[src/rtl/exu_mul_wb.sv]
// exu_mul_wb: writeback buffer for a fixed 3-cycle, non-stallable multiplier.
// A shadow pipeline carries (valid, rd, rob_id) alongside the multiplier.
// Stage-3 results are pushed into a small FIFO whose head drives the
// writeback port. A credit counter limits in-flight plus buffered ops to
// DEPTH, so the FIFO can never overflow.
//
// Handshake: issue is accepted on issue_valid & issue_ready (issue_ready
// already includes ~flush); writeback pops on wb_valid & wb_ready; while
// wb_valid is high and wb_ready is low the wb_* outputs hold stable.
module exu_mul_wb #(
    parameter int DATA_WIDTH     = 64,
    parameter int REG_ADDR_WIDTH = 5,
    parameter int ROB_ID_WIDTH   = 6,
    parameter int DEPTH          = 4
) (
    input  logic                      clk,
    input  logic                      rst,
    input  logic                      issue_valid,
    output logic                      issue_ready,
    input  logic [REG_ADDR_WIDTH-1:0] issue_rd,
    input  logic [ROB_ID_WIDTH-1:0]   issue_rob_id,
    input  logic                      flush,
    input  logic [DATA_WIDTH-1:0]     mul_result,
    output logic                      wb_valid,
    input  logic                      wb_ready,
    output logic [REG_ADDR_WIDTH-1:0] wb_rd,
    output logic [ROB_ID_WIDTH-1:0]   wb_rob_id,
    output logic [DATA_WIDTH-1:0]     wb_data
);

    localparam int PTR_W = $clog2(DEPTH);
    localparam int CNT_W = PTR_W + 1;
    localparam logic [CNT_W-1:0] DEPTH_CNT = CNT_W'(DEPTH);

    // Shadow pipeline: index 0 = stage 1, index 2 = stage 3.
    logic [2:0]                s_valid_q, s_valid_d;
    logic [REG_ADDR_WIDTH-1:0] s_rd_q  [3];
    logic [REG_ADDR_WIDTH-1:0] s_rd_d  [3];
    logic [ROB_ID_WIDTH-1:0]   s_rob_q [3];
    logic [ROB_ID_WIDTH-1:0]   s_rob_d [3];

    // Result FIFO storage and bookkeeping.
    logic [REG_ADDR_WIDTH-1:0] fifo_rd_q   [DEPTH];
    logic [REG_ADDR_WIDTH-1:0] fifo_rd_d   [DEPTH];
    logic [ROB_ID_WIDTH-1:0]   fifo_rob_q  [DEPTH];
    logic [ROB_ID_WIDTH-1:0]   fifo_rob_d  [DEPTH];
    logic [DATA_WIDTH-1:0]     fifo_data_q [DEPTH];
    logic [DATA_WIDTH-1:0]     fifo_data_d [DEPTH];
    logic [PTR_W-1:0]          wr_ptr_q, wr_ptr_d;
    logic [PTR_W-1:0]          rd_ptr_q, rd_ptr_d;
    logic [CNT_W-1:0]          fifo_cnt_q, fifo_cnt_d;
    logic                      wb_valid_q, wb_valid_d;

    // Credit counter covers ops in the multiplier plus ops in the FIFO.
    logic [CNT_W-1:0]          credit_q, credit_d;

    logic accept;
    logic push;
    logic pop;

    // Handshake decode.
    always_comb begin
        issue_ready = (credit_q < DEPTH_CNT) & ~flush;
        accept      = issue_valid & issue_ready;
        push        = s_valid_q[2] & ~flush;
        pop         = wb_valid_q & wb_ready;
    end

    // Shadow pipeline advance; flush kills every stage.
    always_comb begin
        s_valid_d  = {s_valid_q[1:0], accept};
        s_rd_d[0]  = issue_rd;
        s_rd_d[1]  = s_rd_q[0];
        s_rd_d[2]  = s_rd_q[1];
        s_rob_d[0] = issue_rob_id;
        s_rob_d[1] = s_rob_q[0];
        s_rob_d[2] = s_rob_q[1];
        if (flush) begin
            s_valid_d = '0;
        end
    end

    // FIFO write/read pointers, occupancy and registered head-valid.
    always_comb begin
        fifo_rd_d   = fifo_rd_q;
        fifo_rob_d  = fifo_rob_q;
        fifo_data_d = fifo_data_q;
        wr_ptr_d    = wr_ptr_q;
        rd_ptr_d    = rd_ptr_q;
        fifo_cnt_d  = fifo_cnt_q;
        if (push) begin
            fifo_rd_d[wr_ptr_q]   = s_rd_q[2];
            fifo_rob_d[wr_ptr_q]  = s_rob_q[2];
            fifo_data_d[wr_ptr_q] = mul_result;
            wr_ptr_d              = wr_ptr_q + 1'b1;
        end
        if (pop) begin
            rd_ptr_d = rd_ptr_q + 1'b1;
        end
        case ({push, pop})
            2'b10:   fifo_cnt_d = fifo_cnt_q + 1'b1;
            2'b01:   fifo_cnt_d = fifo_cnt_q - 1'b1;
            default: fifo_cnt_d = fifo_cnt_q;
        endcase
        if (flush) begin
            wr_ptr_d   = '0;
            rd_ptr_d   = '0;
            fifo_cnt_d = '0;
        end
        wb_valid_d = (fifo_cnt_d != '0);
    end

    // Credit accounting: +1 on accepted issue, -1 on pop, cleared by flush.
    always_comb begin
        case ({accept, pop})
            2'b10:   credit_d = credit_q + 1'b1;
            2'b01:   credit_d = credit_q - 1'b1;
            default: credit_d = credit_q;
        endcase
        if (flush) begin
            credit_d = '0;
        end
    end

    // State registers with asynchronous reset.
    always_ff @(posedge clk or posedge rst) begin
        if (rst) begin
            s_valid_q  <= '0;
            wr_ptr_q   <= '0;
            rd_ptr_q   <= '0;
            fifo_cnt_q <= '0;
            wb_valid_q <= 1'b0;
            credit_q   <= '0;
            for (int i = 0; i < 3; i++) begin
                s_rd_q[i]  <= '0;
                s_rob_q[i] <= '0;
            end
            for (int i = 0; i < DEPTH; i++) begin
                fifo_rd_q[i]   <= '0;
                fifo_rob_q[i]  <= '0;
                fifo_data_q[i] <= '0;
            end
        end else begin
            s_valid_q   <= s_valid_d;
            s_rd_q      <= s_rd_d;
            s_rob_q     <= s_rob_d;
            fifo_rd_q   <= fifo_rd_d;
            fifo_rob_q  <= fifo_rob_d;
            fifo_data_q <= fifo_data_d;
            wr_ptr_q    <= wr_ptr_d;
            rd_ptr_q    <= rd_ptr_d;
            fifo_cnt_q  <= fifo_cnt_d;
            wb_valid_q  <= wb_valid_d;
            credit_q    <= credit_d;
        end
    end

    // Writeback port comes straight from the FIFO head registers.
    always_comb begin
        wb_valid  = wb_valid_q;
        wb_rd     = fifo_rd_q[rd_ptr_q];
        wb_rob_id = fifo_rob_q[rd_ptr_q];
        wb_data   = fifo_data_q[rd_ptr_q];
    end

    // The credit limit makes a push into a full FIFO unreachable.
    push_into_full_a : assert property (@(posedge clk) disable iff (rst)
        !(push && (fifo_cnt_q == DEPTH_CNT)));

endmodule

[config.mk]
export PLATFORM = sky130hd
export DESIGN_NAME = exu_mul_wb
export DESIGN_NICKNAME = d
export VERILOG_FILES = /design/src/rtl/exu_mul_wb.sv
export SDC_FILE = /design/constraint.sdc
export NUM_CORES = 1
export LEC_CHECK = 0
export ABC_CLOCK_PERIOD_IN_PS = 14900
export CORE_MARGIN = 3
export CORE_UTILIZATION = 48
export CTS_CLUSTER_SIZE = 20
export DETAILED_ROUTE_END_ITERATION = 8
export GPL_TIMING_DRIVEN = 0
export PLACE_DENSITY_LB_ADDON = 0.08
export SLEW_MARGIN = 20
export SYNTH_ARGS = -nofsm -noshare
export SYNTH_HDL_FRONTEND = slang
export SYNTH_SLANG_ARGS = --single-unit
[constraint.sdc]
create_clock -name clk -period 14.9 [get_ports clk]
set_clock_uncertainty 0.2 [all_clocks]
set_input_delay 2.235 -clock clk [delete_from_list [all_inputs] [get_ports clk]]
set_output_delay 2.235 -clock clk [all_outputs]
set_load 0.03 [all_outputs]
======== Word level (Yosys, flattened, before mapping) ========
Index checks and enable logic that the tools add are counted.
operators by class
  add/sub/neg operators ................... 6
  $mul .................................... 0
  div/mod/pow operators ................... 0
  order comparisons ....................... 4
  equal/unequal tests ..................... 4
  shift-type cells ........................ 0
  multiplexer cells ....................... 27
  bitwise gates (word level) .............. 7
  reductions and logical operators ........ 5
operators by type and width
  operator                                                   count
  bitwise mux 256 bit                                        1
  two-way mux 64 bit                                         3
  binary-select mux 64 bit (select 2 bit)                    1
  demux 64 bit (select 2 bit)                                1
  bitwise mux 24 bit                                         1
  bitwise mux 20 bit                                         1
  two-way mux 6 bit                                          3
  two-way mux 5 bit                                          3
  binary-select mux 6 bit (select 2 bit)                     1
  demux 6 bit (select 2 bit)                                 1
  one-hot mux 3 bit (2 select lines)                         2
  binary-select mux 5 bit (select 2 bit)                     1
  demux 5 bit (select 2 bit)                                 1
  two-way mux 3 bit                                          3
  two-way mux 2 bit                                          4
  adder 3 x 1 -> 3 bit (second input constant)               2
  greater-or-equal comparator 3 bit (second input constant)  2
  NOT 2 -> 3 bit                                             2
  nonzero test 3 bit                                         2
  subtractor 3 x 1 -> 3 bit (second input constant)          2
  adder 2 x 1 -> 2 bit (second input constant)               2
  bitwise AND 1 bit                                          4
  equality test 2 x 1 -> 1 bit (second input constant)       2
  equality test 2 bit (second input constant)                2
  5 further kinds                                            6
word-level totals
  register bits after elaboration ......... 347
  bits in latches ......................... 0
  RAM bits ................................ 0
  ROM bits ................................ 0
  bits of input ports ..................... 80
  word-level logic and storage cells ...... 77
  memories ................................ 0

======== Depth between registers and ports, before layout ========
Gate-level depths: netlist of the first run.
  depth in word-level cells ............... 6
  gate-level depth with buffers ........... 8
  depth with buffers taken out ............ 8

======== Worst setup path before layout of the first run ========
Ideal clock, no wire load.
  path kind ............................... input-to-output
  from .................................... input port flush
  to ...................................... output port issue_ready
  data arrival time ....................... 2.871 ns
  setup slack ............................. 9.594 ns
  stages .................................. 2
  path buffers ............................ 1
  cell sequence ........................... clkbuf_1 > nor2_1
on the way
  word-level cells in the longest chain between the ends .. 2
ends and longest elaborated chain
  what                line  text
  start: declaration  22    input logic flush,
  NOT 1 bit           63    issue_ready = (credit_q < DEPTH_CNT) & ~flush;
  bitwise AND 1 bit   63
  end: declaration    19    output logic issue_ready,
Every way passes these cells.

======== Worst setup path in the final report of the first run ========
Same ends and word-level chain as after synthesis.

==> impl_metrics.json, run 1 <==
{
  "fin_crit_sh_pct": 43.2,
  "firstDrtPassIters": 4,
  "fmax_mhz": 155,
  "clk_pin_slew_worst_paths_ps": 60,
  "synth_area_sq_mm": 0.0145,
  "vias": 7687,
  "globalRoute.totalOverflow": 0,
  "grt_max_degree": 105,
  "worstMarginPinSlew_ps": 534,
  "syn_inst": 824,
  "hold_ws_ps": 142,
  "dp.cells": 1367,
  "rsz0062_at_grt": "false",
  "cts_htree_levels": 2,
  "final_cell_mix": "dfrtp_1, mux2_2, clkdlybuf4s50_1",
  "cap_violations": 0,
  "path_max_fanout": 10,
  "grt_pass1_vias": 8504,
  "synth_top_area_share_pct": 59.9,
  "slew_viol_final": 0,
  "fp.dieW_um": 180,
  "grt_pass1_wl_um": 47700,
  "wl_met2_um": 13800,
  "wl_met1_um": 13200,
  "clk_path_buf_depth": 3,
  "cts_hold_buf": 0,
  "n_antenna_cell": 0,
  "cts_tree": "done",
  "power_leakage_nw": 8.38,
  "synth_seq_cells": 347,
  "period_needed_ps": 6440,
  "finalSetupViolCount": 0,
  "antenna_found_initial": 0,
  "endpoint_kind": "output port",
  "startpoint_type": "primary input",
  "drt-initial-drc-count": 249,
  "portBuffers": 156,
  "clock-root-buffer": "clkbuf_16",
  "hold_class": "flip-flop to flip-flop",
  "criticalPathCategory": "primary input to output port",
  "wirelength_um": 28700,
  "final_nets": 1111,
  "routedWlPerCell_um": 20.1,
  "fin_tns_setup_ps": 0,
  "hold_viol": 0,
  "arrival_ps": 4000,
  "coreArea_sq_mm": 0.0292,
  "highest_layer": "met4",
  "io_pins": 157,
  "drive_gt1_share_pct": 46.3,
  "worst_slack_ps": 8460,
  "grt_usage_pct": 18.2,
  "syn_nets": 911,
  "pre_cts_ws_ps": 8470,
  "drc_errors": 0,
  "required_ps": 12470,
  "vias_per_cell": 5.38,
  "ys_seq_area_share_pct": 59.9,
  "ctsResizeCount": 0,
  "ir_worst_vdd_v": 0.000111,
  "yosysUniqueCellTypes": 25,
  "cts_sinks": 347,
  "gp_congestion": 0.719,
  "yosys_warnings": 0,
  "initial_core_util_pct": 49.6,
  "die_y_um": 180,
  "post_cts_buffers": 0,
  "dp_hpwl_um": 18900,
  "synth.avg_cell_area_sq_um": 17.6,
  "rows": 62,
  "cts_buffers": 39,
  "status": "complete, no violations",
  "synthTopCellsByArea": "dfrtp_1, mux2_2, mux4_2, buf_6, buf_2",
  "area_growth_pct": 23.1,
  "final_common_cell": "dfrtp_1",
  "fin_cells": 1429,
  "dieArea_sq_mm": 0.0323,
  "slew_headroom_pct": 64.4,
  "wl_met3_um": 1250,
  "clkLatencyLatePin_ps": 510,
  "synth_top_cell_by_area": "dfrtp_1",
  "power_density_mw_per_mm2": 134,
  "postRouteAntennaNets": 0
}
[flip-flops by register name, summed over array words and instances (netlist names), 5 cells and up]
signal	cells
fifo_data_q	256
fifo_rd_q	20
fifo_rob_q	24
s_rd_d	10
s_rd_q	5
s_rob_d	12
s_rob_q	6
[final cells by class]
cell class / instances / area [sq um]
Tap cell: 384 / 480
Timing Repair Buffer: 159 / 1640
Sequential cell: 347 / 8680
Fill cell: 2239 / 11400
Clock inverter: 8 / 65.1
Multi-Input combinational cell: 421 / 5410
Buffer: 51 / 387
Clock buffer: 54 / 1140
Inverter: 5 / 26.3
[layer usage]
metal  global-route usage, %  up-vias
li1                        -     3439
met1                    26.1     4069
met2                    29.5      142
met3                    3.54       37
met4                    3.74        0
met5                       0        -
[critical path: stages]
cell	delay (ps)
clkdlybuf4s50_1	490
clkbuf_1	270
nor2_1	280
clkdlybuf4s50_1	720
[metrics by stage]
stage	util [%]	cell area (sq um)	total power (W)
floorplan	-	14500	0.00133
global placement	56.5	16500	0.00150
detailed placement	56.8	16600	0.00151
CTS	61.0	17800	0.00242
global route	61.0	17800	0.00249
finish	61.0	17800	0.00239
[where the power goes]
| group | internal (W) | total (W) | switching (W) |
|---|---|---|---|
| clock network | 0.000548 | 0.000906 | 0.000357 |
| logic | 0.000220 | 0.000436 | 0.000216 |
| registers | 0.00101 | 0.00105 | 0.0000339 |
[cells in the mapped netlist]
| cell type | n |
|---|---|
| a21o_1 | 1 |
| mux2_2 | 300 |
| xnor2_1 | 4 |
| mux4_2 | 75 |
| dfrtp_1 | 347 |
| xor2_1 | 3 |
| nor2_1 | 11 |
| nand2_1 | 5 |
| buf_6 | 20 |
| fa_1 | 2 |
| nand3_1 | 1 |
| and2b_2 | 1 |
| or3_1 | 2 |
| clkbuf_1 | 3 |
| o21ai_0 | 1 |
| mux2i_1 | 3 |
| a221oi_1 | 1 |
| and2_1 | 1 |
| nor4_1 | 1 |
| buf_2 | 24 |
| nor2b_1 | 3 |
| inv_1 | 5 |
| ha_1 | 5 |
| a21oi_1 | 1 |
| buf_4 | 4 |
[kinds of logic after synthesis]
group                      share of synthesized area, %
AOI/OAI and AO/OA                                 0.181
adders and majority gates                         0.708
and+or+nand+nor                                   0.812
muxes                                              35.2
buffers and inverters                              2.80
xor gates and xnor gates                          0.423
DFF                                                59.9
[worst paths after layout]
check | depth (start not counted) | from | endpoint | slack, ps
max | 4 | flush | issue_ready | 8460
min | 0 | s_rd_d[3] | s_rd_q[3] | 140
max reg2reg | 8 | wb_valid | wb_valid | 12470
min reg2reg | 0 | s_rd_d[3] | s_rd_q[3] | 140
max in group asynchronous | 4 | rst | fifo_data_q[56] | 11310
min in group asynchronous | 2 | rst | fifo_data_q[134] | 1940
(Power assumes the default switching activity.)
==> run 2, diff against run 1 <==
--- a/config.mk
+++ b/config.mk
@@ -5,7 +5,7 @@
 export SDC_FILE = /design/constraint.sdc
 export NUM_CORES = 1
 export LEC_CHECK = 0
-export ABC_CLOCK_PERIOD_IN_PS = 14900
+export ABC_CLOCK_PERIOD_IN_PS = 5500
 export CORE_MARGIN = 3
 export CORE_UTILIZATION = 48
 export CTS_CLUSTER_SIZE = 20
==> constraint.sdc (replaced) <==
create_clock -name clk -period 5.5 [get_ports clk]
set_clock_uncertainty 0.2 [all_clocks]
set_input_delay 0.825 -clock clk [delete_from_list [all_inputs] [get_ports clk]]
set_output_delay 0.825 -clock clk [all_outputs]
set_load 0.03 [all_outputs]
==> impl_metrics.json, run 2 (synthesized netlist as in run 1, its figures left out) <==
{
  "fin_crit_sh_pct": 69.4,
  "path_cells": "clkbuf_1 -> buf_2 -> buf_2 -> mux4_2 -> clkdlybuf4s50_1",
  "r2r_slack_ps": 3090,
  "slowest_delay_ps": 630,
  "final_common_cell": "dfrtp_1",
  "place_area_sq_mm": 0.0168,
  "ctsResizeCount": 0,
  "cts_buffers": 38,
  "r2r-end": "wb_valid",
  "initial_core_util_pct": 49.6,
  "fp.dieW_um": 180,
  "clkLatencyLatePin_ps": 510,
  "p_total_w": 0.00664,
  "ir_worst_vdd_v": 0.000264,
  "fillers": 2218,
  "required_ps": 4470,
  "vias_per_cell": 5.40,
  "reg2reg_from": "wb_valid",
  "cts_tree": "done",
  "drc_errors": 0,
  "portBuffers": 156,
  "slew_headroom_pct": 68.0,
  "clk_path_buf_depth": 3,
  "fin_area_sq_mm": 0.0181,
  "internal_power_w": 0.00498,
  "firstDrtPassIters": 5,
  "gp_congestion": 0.719,
  "power_density_mw_per_mm2": 367,
  "clk_pin_slew_worst_paths_ps": 60,
  "largest_reg_flops": 256,
  "regArea_sq_mm": 0.00868,
  "dp.cells": 1376,
  "top_register": "fifo_data_q",
  "setup.worst_path.start": "rd_ptr_q[1]",
  "grt_max_degree": 35,
  "slew_viol_final": 0,
  "finalSetupViolCount": 0,
  "rows": 62,
  "dp_hpwl_um": 19200,
  "globalRoute.totalOverflow": 0,
  "antenna_found_initial": 0,
  "fin_cells": 1444,
  "p_comb_share_pct": 18.0,
  "criticalPathCategory": "flip-flop to output port",
  "cts_sinks": 347,
  "postRouteAntennaNets": 0,
  "wirelength_um": 28500,
  "p_sw_share_pct": 25.0,
  "worstMarginPinSlew_ps": 480,
  "hold_class": "flip-flop to flip-flop",
  "arrival_ps": 2790,
  "grt_usage_pct": 18.1,
  "endpoint_kind": "output port",
  "crit_cells": 5,
  "coreArea_sq_mm": 0.0292,
  "cp_slowest_cell": "clkdlybuf4s50_1",
  "area_growth_pct": 24.9,
  "final_nets": 1119,
  "r2r_cells": 8,
  "period_needed_ps": 3820,
  "seq_power_share_pct": 42.6,
  "die_y_um": 180,
  "reg_top3": "fifo_data_q (256), fifo_rob_q (24), fifo_rd_q (20)",
  "critPathMostFrequentCell": "buf_2",
  "cts_htree_levels": 2,
  "grt_pass1_vias": 8358,
  "status": "complete, no violations",
  "drive_gt1_share_pct": 47.0,
  "fmax_mhz": 262,
  "grt_pass1_wl_um": 47100,
  "dieArea_sq_mm": 0.0323,
  "io_pins": 157,
  "vias": 7800,
  "cp_top_family": "buffers and inverters",
  "worst_slack_ps": 1680,
  "clkPwrFrac_pct": 39.4,
  "critPathBufInv": 4,
  "cts_hold_buf": 0,
  "rsz0062_at_grt": "false",
  "power_leakage_nw": 8.50,
  "hold_viol": 0,
  "cap_violations": 0,
  "multi_input_area_sq_mm": 0.00541,
  "n_antenna_cell": 0,
  "post_cts_buffers": 0,
  "routedWlPerCell_um": 19.8,
  "drt-initial-drc-count": 300,
  "p_switching_w": 0.00166,
  "final_cell_mix": "dfrtp_1, mux2_2, clkdlybuf4s50_1",
  "cp-endpoint": "wb_rd[0]",
  "pre_cts_ws_ps": 1870,
  "startpoint_type": "flip-flop",
  "path_max_fanout": 10,
  "clock-root-buffer": "clkbuf_16"
}
==> run 2: changes by cell type in the layout (fill, tap and decap cells not counted) <==
| cell | delta |
|---|---|
| clkinv_4 | +1 |
| bufinv_16 | +2 |
| inv_8 | -1 |
| buf_12 | +12 |
| clkinvlp_4 | +2 |
| clkinv_2 | -2 |
| buf_16 | -3 |
| clkbuf_1 | +1 |
| clkbuf_8 | +3 |
==> run 2: power by group through the flow <==
stage | Sequential, W | Combinational, W | Clock, W
5_1_grt | 0.00286 | 0.00127 | 0.00281
3_3_place_gp | 0.00288 | 0.00118 | 0
3_5_place_dp | 0.00288 | 0.00121 | 0
4_1_cts | 0.00283 | 0.00122 | 0.00269
2_1_floorplan | 0.00285 | 0.000739 | 0
6_report | 0.00283 | 0.00119 | 0.00262
==> run 2: through the flow <==
step | TNS (ps) | hold slack (ps) | utilization, %
6_report | 0 | 144 | 61.9
5_1_grt | 0 | 150 | 61.9
4_1_cts | 0 | 147 | 61.9
3_5_place_dp | 0 | 135 | 57.4
3_3_place_gp | -918260 | 133 | 56.6
2_1_floorplan | -58800 | 131 | -
==> run 2: routing by layer <==
metal	vias to the layer above	track usage (%)	wire length (um)	part of all wire, %
met5	-	0	0	0
met2	158	29.0	13700	48
met4	0	4.12	463	1.6
met3	44	3.80	1370	4.8
li1	3471	-	-	-
met1	4127	25.8	13000	46
==> run 2: worst min path at each step <==
stage | start | end | slack [ps] | cells past startpoint
floorplan | s_rd_d[5] | s_rd_d[0] | 130 | 0
global placement | s_rob_d[8] | s_rob_d[2] | 130 | 0
detailed placement | s_rob_d[1] | s_rob_q[1] | 130 | 0
CTS | s_rob_d[1] | s_rob_q[1] | 150 | 0
global route | s_rd_d[2] | s_rd_q[2] | 150 | 0
finish | s_rd_d[6] | s_rd_d[1] | 140 | 0
==> run 2: final cells by class <==
cell class	count	share of cell area, %
plain buffers	51	2.14
clock buffers	58	6.57
clock inverters	10	0.726
inverters	5	0.124
multi-input cells	421	29.9
flip-flops and latches	347	48.0
well taps	384	2.65
repair buffers	168	9.95
